File: src/rtl/core_pkg.sv
// Shared core definitions: ALU operation classes, funct codes and the
// grouped main-control word carried down the pipeline.
package core_pkg;

   localparam logic [1:0] ALUOP_MEM = 2'b00;
   localparam logic [1:0] ALUOP_BR  = 2'b01;
   localparam logic [1:0] ALUOP_R   = 2'b10;

   localparam logic [3:0] F_ADD = 4'b0000;
   localparam logic [3:0] F_SLL = 4'b0001;
   localparam logic [3:0] F_SUB = 4'b1000;
   localparam logic [3:0] F_OR  = 4'b0110;
   localparam logic [3:0] F_AND = 4'b0111;

   typedef struct packed {
      logic       reg_write;
      logic       mem_to_reg;
      logic       branch;
      logic       mem_read;
      logic       mem_write;
      logic       alu_src;
      logic [1:0] alu_op;
      logic [3:0] funct;
   } ctrl_t;

   // Decodes in the EX ALU control as add, so a bubble is side-effect free.
   localparam ctrl_t CTRL_BUBBLE = '0;

endpackage

File: src/rtl/id_ex_register_if.sv
// ID/EX boundary bundle: decode-side fields (_id) and their registered
// execute-side copies (_ex).
interface id_ex_register_if #(parameter int DATA_W = 64);

   logic              valid_id;
   logic              RegWrite_id, MemtoReg_id, Branch_id;
   logic              MemRead_id, MemWrite_id, ALUSrc_id;
   logic [1:0]        ALUOp_id;
   logic [3:0]        Funct_id;
   logic [DATA_W-1:0] ReadData1_id, ReadData2_id, Imm_id, PC_id;
   logic [4:0]        rs1_id, rs2_id, rd_id;

   logic              valid_ex;
   logic              RegWrite_ex, MemtoReg_ex, Branch_ex;
   logic              MemRead_ex, MemWrite_ex, ALUSrc_ex;
   logic [1:0]        ALUOp_ex;
   logic [3:0]        Funct_ex;
   logic [DATA_W-1:0] ReadData1_ex, ReadData2_ex, Imm_ex, PC_ex;
   logic [4:0]        rs1_ex, rs2_ex, rd_ex;

   modport master (
      output valid_id, RegWrite_id, MemtoReg_id, Branch_id, MemRead_id,
             MemWrite_id, ALUSrc_id, ALUOp_id, Funct_id, ReadData1_id,
             ReadData2_id, Imm_id, PC_id, rs1_id, rs2_id, rd_id,
      input  valid_ex, RegWrite_ex, MemtoReg_ex, Branch_ex, MemRead_ex,
             MemWrite_ex, ALUSrc_ex, ALUOp_ex, Funct_ex, ReadData1_ex,
             ReadData2_ex, Imm_ex, PC_ex, rs1_ex, rs2_ex, rd_ex
   );

   modport slave (
      input  valid_id, RegWrite_id, MemtoReg_id, Branch_id, MemRead_id,
             MemWrite_id, ALUSrc_id, ALUOp_id, Funct_id, ReadData1_id,
             ReadData2_id, Imm_id, PC_id, rs1_id, rs2_id, rd_id,
      output valid_ex, RegWrite_ex, MemtoReg_ex, Branch_ex, MemRead_ex,
             MemWrite_ex, ALUSrc_ex, ALUOp_ex, Funct_ex, ReadData1_ex,
             ReadData2_ex, Imm_ex, PC_ex, rs1_ex, rs2_ex, rd_ex
   );

endinterface

File: src/rtl/id_ex_register.sv
// ID/EX pipeline register with hazard stall (hold) and branch flush (bubble).
// Priority: reset > flush > stall > load.
module id_ex_register
   import core_pkg::*;
#(
   parameter int DATA_W = 64
) (
   input  logic            clk,
   input  logic            reset,
   input  logic            stall,
   input  logic            flush,
   id_ex_register_if.slave bus
);

   ctrl_t             ctrl_id;
   ctrl_t             ctrl_q;
   logic              valid_q;
   logic [DATA_W-1:0] rd1_q, rd2_q, imm_q, pc_q;
   logic [4:0]        rs1_q, rs2_q, rd_q;

   assign ctrl_id = '{
      reg_write:  bus.RegWrite_id,
      mem_to_reg: bus.MemtoReg_id,
      branch:     bus.Branch_id,
      mem_read:   bus.MemRead_id,
      mem_write:  bus.MemWrite_id,
      alu_src:    bus.ALUSrc_id,
      alu_op:     bus.ALUOp_id,
      funct:      bus.Funct_id
   };

   // Register indices are zeroed in a bubble so forwarding only ever sees x0.
   always_ff @(posedge clk or negedge reset) begin
      if (!reset) begin
         ctrl_q  <= CTRL_BUBBLE;
         valid_q <= 1'b0;
         rd1_q   <= '0;
         rd2_q   <= '0;
         imm_q   <= '0;
         pc_q    <= '0;
         rs1_q   <= '0;
         rs2_q   <= '0;
         rd_q    <= '0;
      end else if (flush) begin
         ctrl_q  <= CTRL_BUBBLE;
         valid_q <= 1'b0;
         rd1_q   <= '0;
         rd2_q   <= '0;
         imm_q   <= '0;
         pc_q    <= '0;
         rs1_q   <= '0;
         rs2_q   <= '0;
         rd_q    <= '0;
      end else if (!stall) begin
         ctrl_q  <= ctrl_id;
         valid_q <= bus.valid_id;
         rd1_q   <= bus.ReadData1_id;
         rd2_q   <= bus.ReadData2_id;
         imm_q   <= bus.Imm_id;
         pc_q    <= bus.PC_id;
         rs1_q   <= bus.rs1_id;
         rs2_q   <= bus.rs2_id;
         rd_q    <= bus.rd_id;
      end
   end

   assign bus.valid_ex     = valid_q;
   assign bus.RegWrite_ex  = ctrl_q.reg_write;
   assign bus.MemtoReg_ex  = ctrl_q.mem_to_reg;
   assign bus.Branch_ex    = ctrl_q.branch;
   assign bus.MemRead_ex   = ctrl_q.mem_read;
   assign bus.MemWrite_ex  = ctrl_q.mem_write;
   assign bus.ALUSrc_ex    = ctrl_q.alu_src;
   assign bus.ALUOp_ex     = ctrl_q.alu_op;
   assign bus.Funct_ex     = ctrl_q.funct;
   assign bus.ReadData1_ex = rd1_q;
   assign bus.ReadData2_ex = rd2_q;
   assign bus.Imm_ex       = imm_q;
   assign bus.PC_ex        = pc_q;
   assign bus.rs1_ex       = rs1_q;
   assign bus.rs2_ex       = rs2_q;
   assign bus.rd_ex        = rd_q;

endmodule
File: src/flat_wrapper.sv
// flat-port wrapper written by rule: the top's interface ports become plain ports
module id_ex_register_flat import core_pkg::*;
#(
   parameter int DATA_W = 64
)
  (clk, reset, stall, flush, bus_valid_id, bus_RegWrite_id, bus_MemtoReg_id, bus_Branch_id, bus_MemRead_id, bus_MemWrite_id, bus_ALUSrc_id, bus_ALUOp_id, bus_Funct_id, bus_ReadData1_id, bus_ReadData2_id, bus_Imm_id, bus_PC_id, bus_rs1_id, bus_rs2_id, bus_rd_id, bus_valid_ex, bus_RegWrite_ex, bus_MemtoReg_ex, bus_Branch_ex, bus_MemRead_ex, bus_MemWrite_ex, bus_ALUSrc_ex, bus_ALUOp_ex, bus_Funct_ex, bus_ReadData1_ex, bus_ReadData2_ex, bus_Imm_ex, bus_PC_ex, bus_rs1_ex, bus_rs2_ex, bus_rd_ex);
  id_ex_register_if #(.DATA_W(DATA_W)) bus_i ();
  input  logic clk;
  input  logic reset;
  input  logic stall;
  input  logic flush;
  input wire logic [$bits(bus_i.valid_id)-1:0] bus_valid_id;
  input wire logic [$bits(bus_i.RegWrite_id)-1:0] bus_RegWrite_id;
  input wire logic [$bits(bus_i.MemtoReg_id)-1:0] bus_MemtoReg_id;
  input wire logic [$bits(bus_i.Branch_id)-1:0] bus_Branch_id;
  input wire logic [$bits(bus_i.MemRead_id)-1:0] bus_MemRead_id;
  input wire logic [$bits(bus_i.MemWrite_id)-1:0] bus_MemWrite_id;
  input wire logic [$bits(bus_i.ALUSrc_id)-1:0] bus_ALUSrc_id;
  input wire logic [$bits(bus_i.ALUOp_id)-1:0] bus_ALUOp_id;
  input wire logic [$bits(bus_i.Funct_id)-1:0] bus_Funct_id;
  input wire logic [$bits(bus_i.ReadData1_id)-1:0] bus_ReadData1_id;
  input wire logic [$bits(bus_i.ReadData2_id)-1:0] bus_ReadData2_id;
  input wire logic [$bits(bus_i.Imm_id)-1:0] bus_Imm_id;
  input wire logic [$bits(bus_i.PC_id)-1:0] bus_PC_id;
  input wire logic [$bits(bus_i.rs1_id)-1:0] bus_rs1_id;
  input wire logic [$bits(bus_i.rs2_id)-1:0] bus_rs2_id;
  input wire logic [$bits(bus_i.rd_id)-1:0] bus_rd_id;
  output wire logic [$bits(bus_i.valid_ex)-1:0] bus_valid_ex;
  output wire logic [$bits(bus_i.RegWrite_ex)-1:0] bus_RegWrite_ex;
  output wire logic [$bits(bus_i.MemtoReg_ex)-1:0] bus_MemtoReg_ex;
  output wire logic [$bits(bus_i.Branch_ex)-1:0] bus_Branch_ex;
  output wire logic [$bits(bus_i.MemRead_ex)-1:0] bus_MemRead_ex;
  output wire logic [$bits(bus_i.MemWrite_ex)-1:0] bus_MemWrite_ex;
  output wire logic [$bits(bus_i.ALUSrc_ex)-1:0] bus_ALUSrc_ex;
  output wire logic [$bits(bus_i.ALUOp_ex)-1:0] bus_ALUOp_ex;
  output wire logic [$bits(bus_i.Funct_ex)-1:0] bus_Funct_ex;
  output wire logic [$bits(bus_i.ReadData1_ex)-1:0] bus_ReadData1_ex;
  output wire logic [$bits(bus_i.ReadData2_ex)-1:0] bus_ReadData2_ex;
  output wire logic [$bits(bus_i.Imm_ex)-1:0] bus_Imm_ex;
  output wire logic [$bits(bus_i.PC_ex)-1:0] bus_PC_ex;
  output wire logic [$bits(bus_i.rs1_ex)-1:0] bus_rs1_ex;
  output wire logic [$bits(bus_i.rs2_ex)-1:0] bus_rs2_ex;
  output wire logic [$bits(bus_i.rd_ex)-1:0] bus_rd_ex;
  assign bus_i.valid_id = bus_valid_id;
  assign bus_i.RegWrite_id = bus_RegWrite_id;
  assign bus_i.MemtoReg_id = bus_MemtoReg_id;
  assign bus_i.Branch_id = bus_Branch_id;
  assign bus_i.MemRead_id = bus_MemRead_id;
  assign bus_i.MemWrite_id = bus_MemWrite_id;
  assign bus_i.ALUSrc_id = bus_ALUSrc_id;
  assign bus_i.ALUOp_id = bus_ALUOp_id;
  assign bus_i.Funct_id = bus_Funct_id;
  assign bus_i.ReadData1_id = bus_ReadData1_id;
  assign bus_i.ReadData2_id = bus_ReadData2_id;
  assign bus_i.Imm_id = bus_Imm_id;
  assign bus_i.PC_id = bus_PC_id;
  assign bus_i.rs1_id = bus_rs1_id;
  assign bus_i.rs2_id = bus_rs2_id;
  assign bus_i.rd_id = bus_rd_id;
  assign bus_valid_ex = bus_i.valid_ex;
  assign bus_RegWrite_ex = bus_i.RegWrite_ex;
  assign bus_MemtoReg_ex = bus_i.MemtoReg_ex;
  assign bus_Branch_ex = bus_i.Branch_ex;
  assign bus_MemRead_ex = bus_i.MemRead_ex;
  assign bus_MemWrite_ex = bus_i.MemWrite_ex;
  assign bus_ALUSrc_ex = bus_i.ALUSrc_ex;
  assign bus_ALUOp_ex = bus_i.ALUOp_ex;
  assign bus_Funct_ex = bus_i.Funct_ex;
  assign bus_ReadData1_ex = bus_i.ReadData1_ex;
  assign bus_ReadData2_ex = bus_i.ReadData2_ex;
  assign bus_Imm_ex = bus_i.Imm_ex;
  assign bus_PC_ex = bus_i.PC_ex;
  assign bus_rs1_ex = bus_i.rs1_ex;
  assign bus_rs2_ex = bus_i.rs2_ex;
  assign bus_rd_ex = bus_i.rd_ex;
  id_ex_register #(.DATA_W(DATA_W)) u_core (.clk(clk), .reset(reset), .stall(stall), .flush(flush), .bus(bus_i));
endmodule
File: config.mk
export PLATFORM = sky130hd
export DESIGN_NAME = id_ex_register_flat
export DESIGN_NICKNAME = d
export VERILOG_FILES = /design/src/rtl/core_pkg.sv /design/src/rtl/id_ex_register_if.sv /design/src/rtl/id_ex_register.sv /design/src/flat_wrapper.sv
export SDC_FILE = /design/constraint.sdc
export NUM_CORES = 1
export LEC_CHECK = 0
export ABC_CLOCK_PERIOD_IN_PS = 800
export BUFFER_PORTS_ARGS = -buffer_cell sky130_fd_sc_hd__buf_2
export CORE_AREA = 4 4 217 219
export CTS_BUF_LIST = sky130_fd_sc_hd__clkbuf_16
export DETAILED_ROUTE_END_ITERATION = 10
export DIE_AREA = 0 0 221 223
export SKIP_LAST_GASP = 1
export SLEW_MARGIN = 30
export SYNTH_ARGS = -nofsm -noshare
export SYNTH_HDL_FRONTEND = slang
export SYNTH_SLANG_ARGS = --single-unit
File: constraint.sdc
create_clock -name clk -period 0.8 [get_ports clk]
set_input_delay 0 -clock clk [delete_from_list [all_inputs] [get_ports clk]]
set_output_delay 0 -clock clk [all_outputs]
set_load 0.01 [all_outputs]
==> metrics <==
outcome=finished with violations; violated checks=hold timing, setup timing; placement row count=78; Worst Setup Start Kind=register; Final Hold Fails=9; number of buffers added by the clock tree synthesis step=31; most repeated library cell on the critical path=sky130_fd_sc_hd__buf_6; worst rel slew slack=0.7471; Reg2Reg Capture Point=u_core.bus.ReadData1_ex[57]; H-tree depth reported by CTS=1; slack of the critical path=-0.3868 ns; Power, Total=38.55 mW; sequential element share of the synthesized area=0.6106; worst setup slack after placement=-0.1601 ns; Synth Area in Simple Gates=0.09158; dpl hpwl=28.06 mm; Port-buffer cells=571; part of the total power dissipated in combinational logic=0.192; first-pass detailed-route iteration total=5; number of library cell types mapped by synthesis=10; proportion of power drawn by the clock network=0.399; maximum number of pins on one net before global-route repair=54; Nets=2258; slew at the pin closest to its max-slew limit=0.3787 ns; worst vdd ir=1253 µV; Avg Inst Size Synth=12.71 µm²; register-to-register setup slack=-0.15 ns; time the final worst path needs with I/O delays and setup=1.187 ns; clk slew on worst S/H paths=0.06 ns; CTS max path bufs=3; Layout Cell Area excl Fill=21750 µm²; post-synthesis instance area=11640 µm²; #FFs+latches synth=284; CTS root buf=sky130_fd_sc_hd__clkbuf_16; tightest hold margin=-0.1435 ns; most common library cell in the layout ignoring fill and taps=sky130_fd_sc_hd__buf_2; TritonCTS sink count=284; critical path cell sequence=buf_6 > buf_6; total of fill cells in the finished design=3758; Setup CP Type=reg -> out; vias in the first global route=12070; die area=49280 µm²; total via count after detailed routing=11300; count of warnings emitted by yosys=0; startpoint of the most critical register-to-register path=u_core.bus.ReadData1_ex[57]; required time of the critical path=0.80 ns; mean routed wirelength per cell=17.92 µm; unrepaired setup endpoints after global routing=true; Max Clock Skew=0 ns; crit-path max FO=2; cell internal pwr=28.73 mW; maximum cell stage delay along the critical path=0.38 ns; iteration-0 DRC count of the detailed router=577; post-detailed-route count of antenna-violating nets=0; core box area=45090 µm²; starting density of the core=0.2582; horizontal die dimension=221 µm; signal arrival time at the worst endpoint=1.19 ns; adder and majority gate portion of the synthesized area=0; placed standard-cell area=15630 µm²; overall overflow remaining after global route=0; Worst Reg2Reg Path Length in Cells=4; highest attainable clock frequency=842.6 MHz; number of pins with negative max-slew slack in the final report=0; sequential power share=0.409; total global-route track usage=0.1657; Switch Pwr=9.827 mW; insertion delay to the later sink of the worst-skew pair=0.57 ns; Synth-to-Final Area Change=86.83%; area fraction in compound gates after synthesis=0; Vias/cell=4.352; wire length of the first global-routing pass=66.98 mm; initial antenna violation count=2; endpoints failing setup=407; max cap viols=0; XOR/XNOR Fraction of Synth Area=0; CTS Hold Buffers Added=290; slowest CP cell=sky130_fd_sc_hd__dfrtp_1; kind of end point of the critical path=output pin; largest family of logic cells by synthesized area=multiplexers; commonest cells after routing, fill and taps aside=sky130_fd_sc_hd__buf_2 (431), sky130_fd_sc_hd__dlygate4sd3_1 (288), sky130_fd_sc_hd__nor2_1 (284), sky130_fd_sc_hd__dfrtp_1 (284), sky130_fd_sc_hd__mux2i_1 (272); gp weighted congestion=0.8225; net count after synthesis=1204; multiplexer share of the synthesized area=0.2442; TritonCTS clock tree=yes; power density cells=1773 nW/µm²; count of unresolved DRC violations after routing=0; Post-Syn Instances=916; type of the worst min-delay path=in -> async; total leakage power=11.74 nW; switching portion of total power=0.2549; overall routed net length=46.53 mm; fin crit share=1.483; number of primary I/O pins=572; Die Y=223 µm; proportion of layout cells with a drive suffix above 1=0.4291
[power groups by stage]
stage                     logic (mW)  registers (mW)  clock network [mW]
after floorplan                 1.93            16.2                   0
after global placement          4.87            15.9                   0
after detailed placement        4.93            15.9                   0
after CTS                       6.62            15.7                15.7
after global routing            7.91            15.8                16.3
final                           7.40            15.8                15.4
[logic make-up after synthesis]
| logic type | after synthesis |
|---|---|
| muxes | 284 |
| and+or+nand+nor | 284 |
| buffers and inverters | 64 |
| DFF | 284 |
[worst max path at each step]
stage,from,to,slack (ns),depth (start not counted)
after global placement,stall,u_core.bus.ReadData2_ex[35],-0.12,5
after CTS,u_core.bus.ReadData2_ex[29],bus_ReadData2_ex[29],-0.43,2
after floorplan,flush,u_core.bus.PC_ex[10],0.04,4
after global routing,u_core.bus.ReadData2_ex[29],bus_ReadData2_ex[29],-0.43,2
final,u_core.bus.ReadData2_ex[29],bus_ReadData2_ex[29],-0.39,2
after detailed placement,stall,u_core.bus.ReadData1_ex[61],-0.16,5
[metrics by stage]
stage / setup TNS [ns] / cells / hold slack, ns / utilization
2_1_floorplan: 0 / 916 / -0.2956 / -
3_3_place_gp: -12.10 / 2118 / -0.1514 / 0.3466
3_5_place_dp: -17.54 / 2118 / -0.1515 / 0.3466
4_1_cts: -111.89 / 2527 / 0.001831 / 0.4578
5_1_grt: -106.44 / 2596 / -0.1523 / 0.4823
6_report: -88.89 / 2596 / -0.1435 / 0.4823
[state kept, by name (all words and copies together), names as in the netlist]
register	flops
u_core.bus.valid_ex	1
u_core.bus.MemRead_ex	1
u_core.bus.ALUOp_ex	2
u_core.bus.Branch_ex	1
u_core.bus.ALUSrc_ex	1
u_core.bus.ReadData1_ex	64
u_core.bus.RegWrite_ex	1
u_core.bus.MemtoReg_ex	1
u_core.bus.rs1_ex	5
u_core.bus.PC_ex	64
u_core.bus.Imm_ex	64
u_core.bus.ReadData2_ex	64
u_core.bus.Funct_ex	4
u_core.bus.rs2_ex	5
u_core.bus.MemWrite_ex	1
u_core.bus.rd_ex	5
[synth_stat cells, drive strengths merged]
cell | number | area share
buf | 60 | 0.052
nor2 | 284 | 0.092
dfrtp | 284 | 0.61
mux2i | 284 | 0.24
clkbuf | 4 | 0.0013
[timing repair]
item	in CTS	in global routing
buffers inserted	62	93
cloned	0	3
endpoints found under the setup margin	284	479
gates resized for setup	114	115
pin swaps	0	46
hold endpoints to repair	568	9
[area by class of cell]
cell class | instances | area [µm²] | share of cell area
antenna | 1 | 2.502 | 0.0001151
clock inverter | 27 | 316.6 | 0.01456
multi-input combinational | 568 | 3963 | 0.1822
timing repair buffer | 1085 | 8832 | 0.4061
clock buffer | 31 | 775.7 | 0.03567
tap | 600 | 750.7 | 0.03452
sequential | 284 | 7107 | 0.3268
[critical path: cells and delay by family, from the launching register on]
kind	cells	cell delay, ns
buffers and inverters	2	0.24
DFF	1	0.38
[layer usage]
layer  vias up  track usage  part of all wire
met2       510       0.3007              0.52
met5         -            0           0.00028
li1       5146            -                 -
met1      5506       0.1864              0.37
met4         2      0.06422             0.044
met3       133      0.04355             0.062
(Power assumes the default switching activity.)
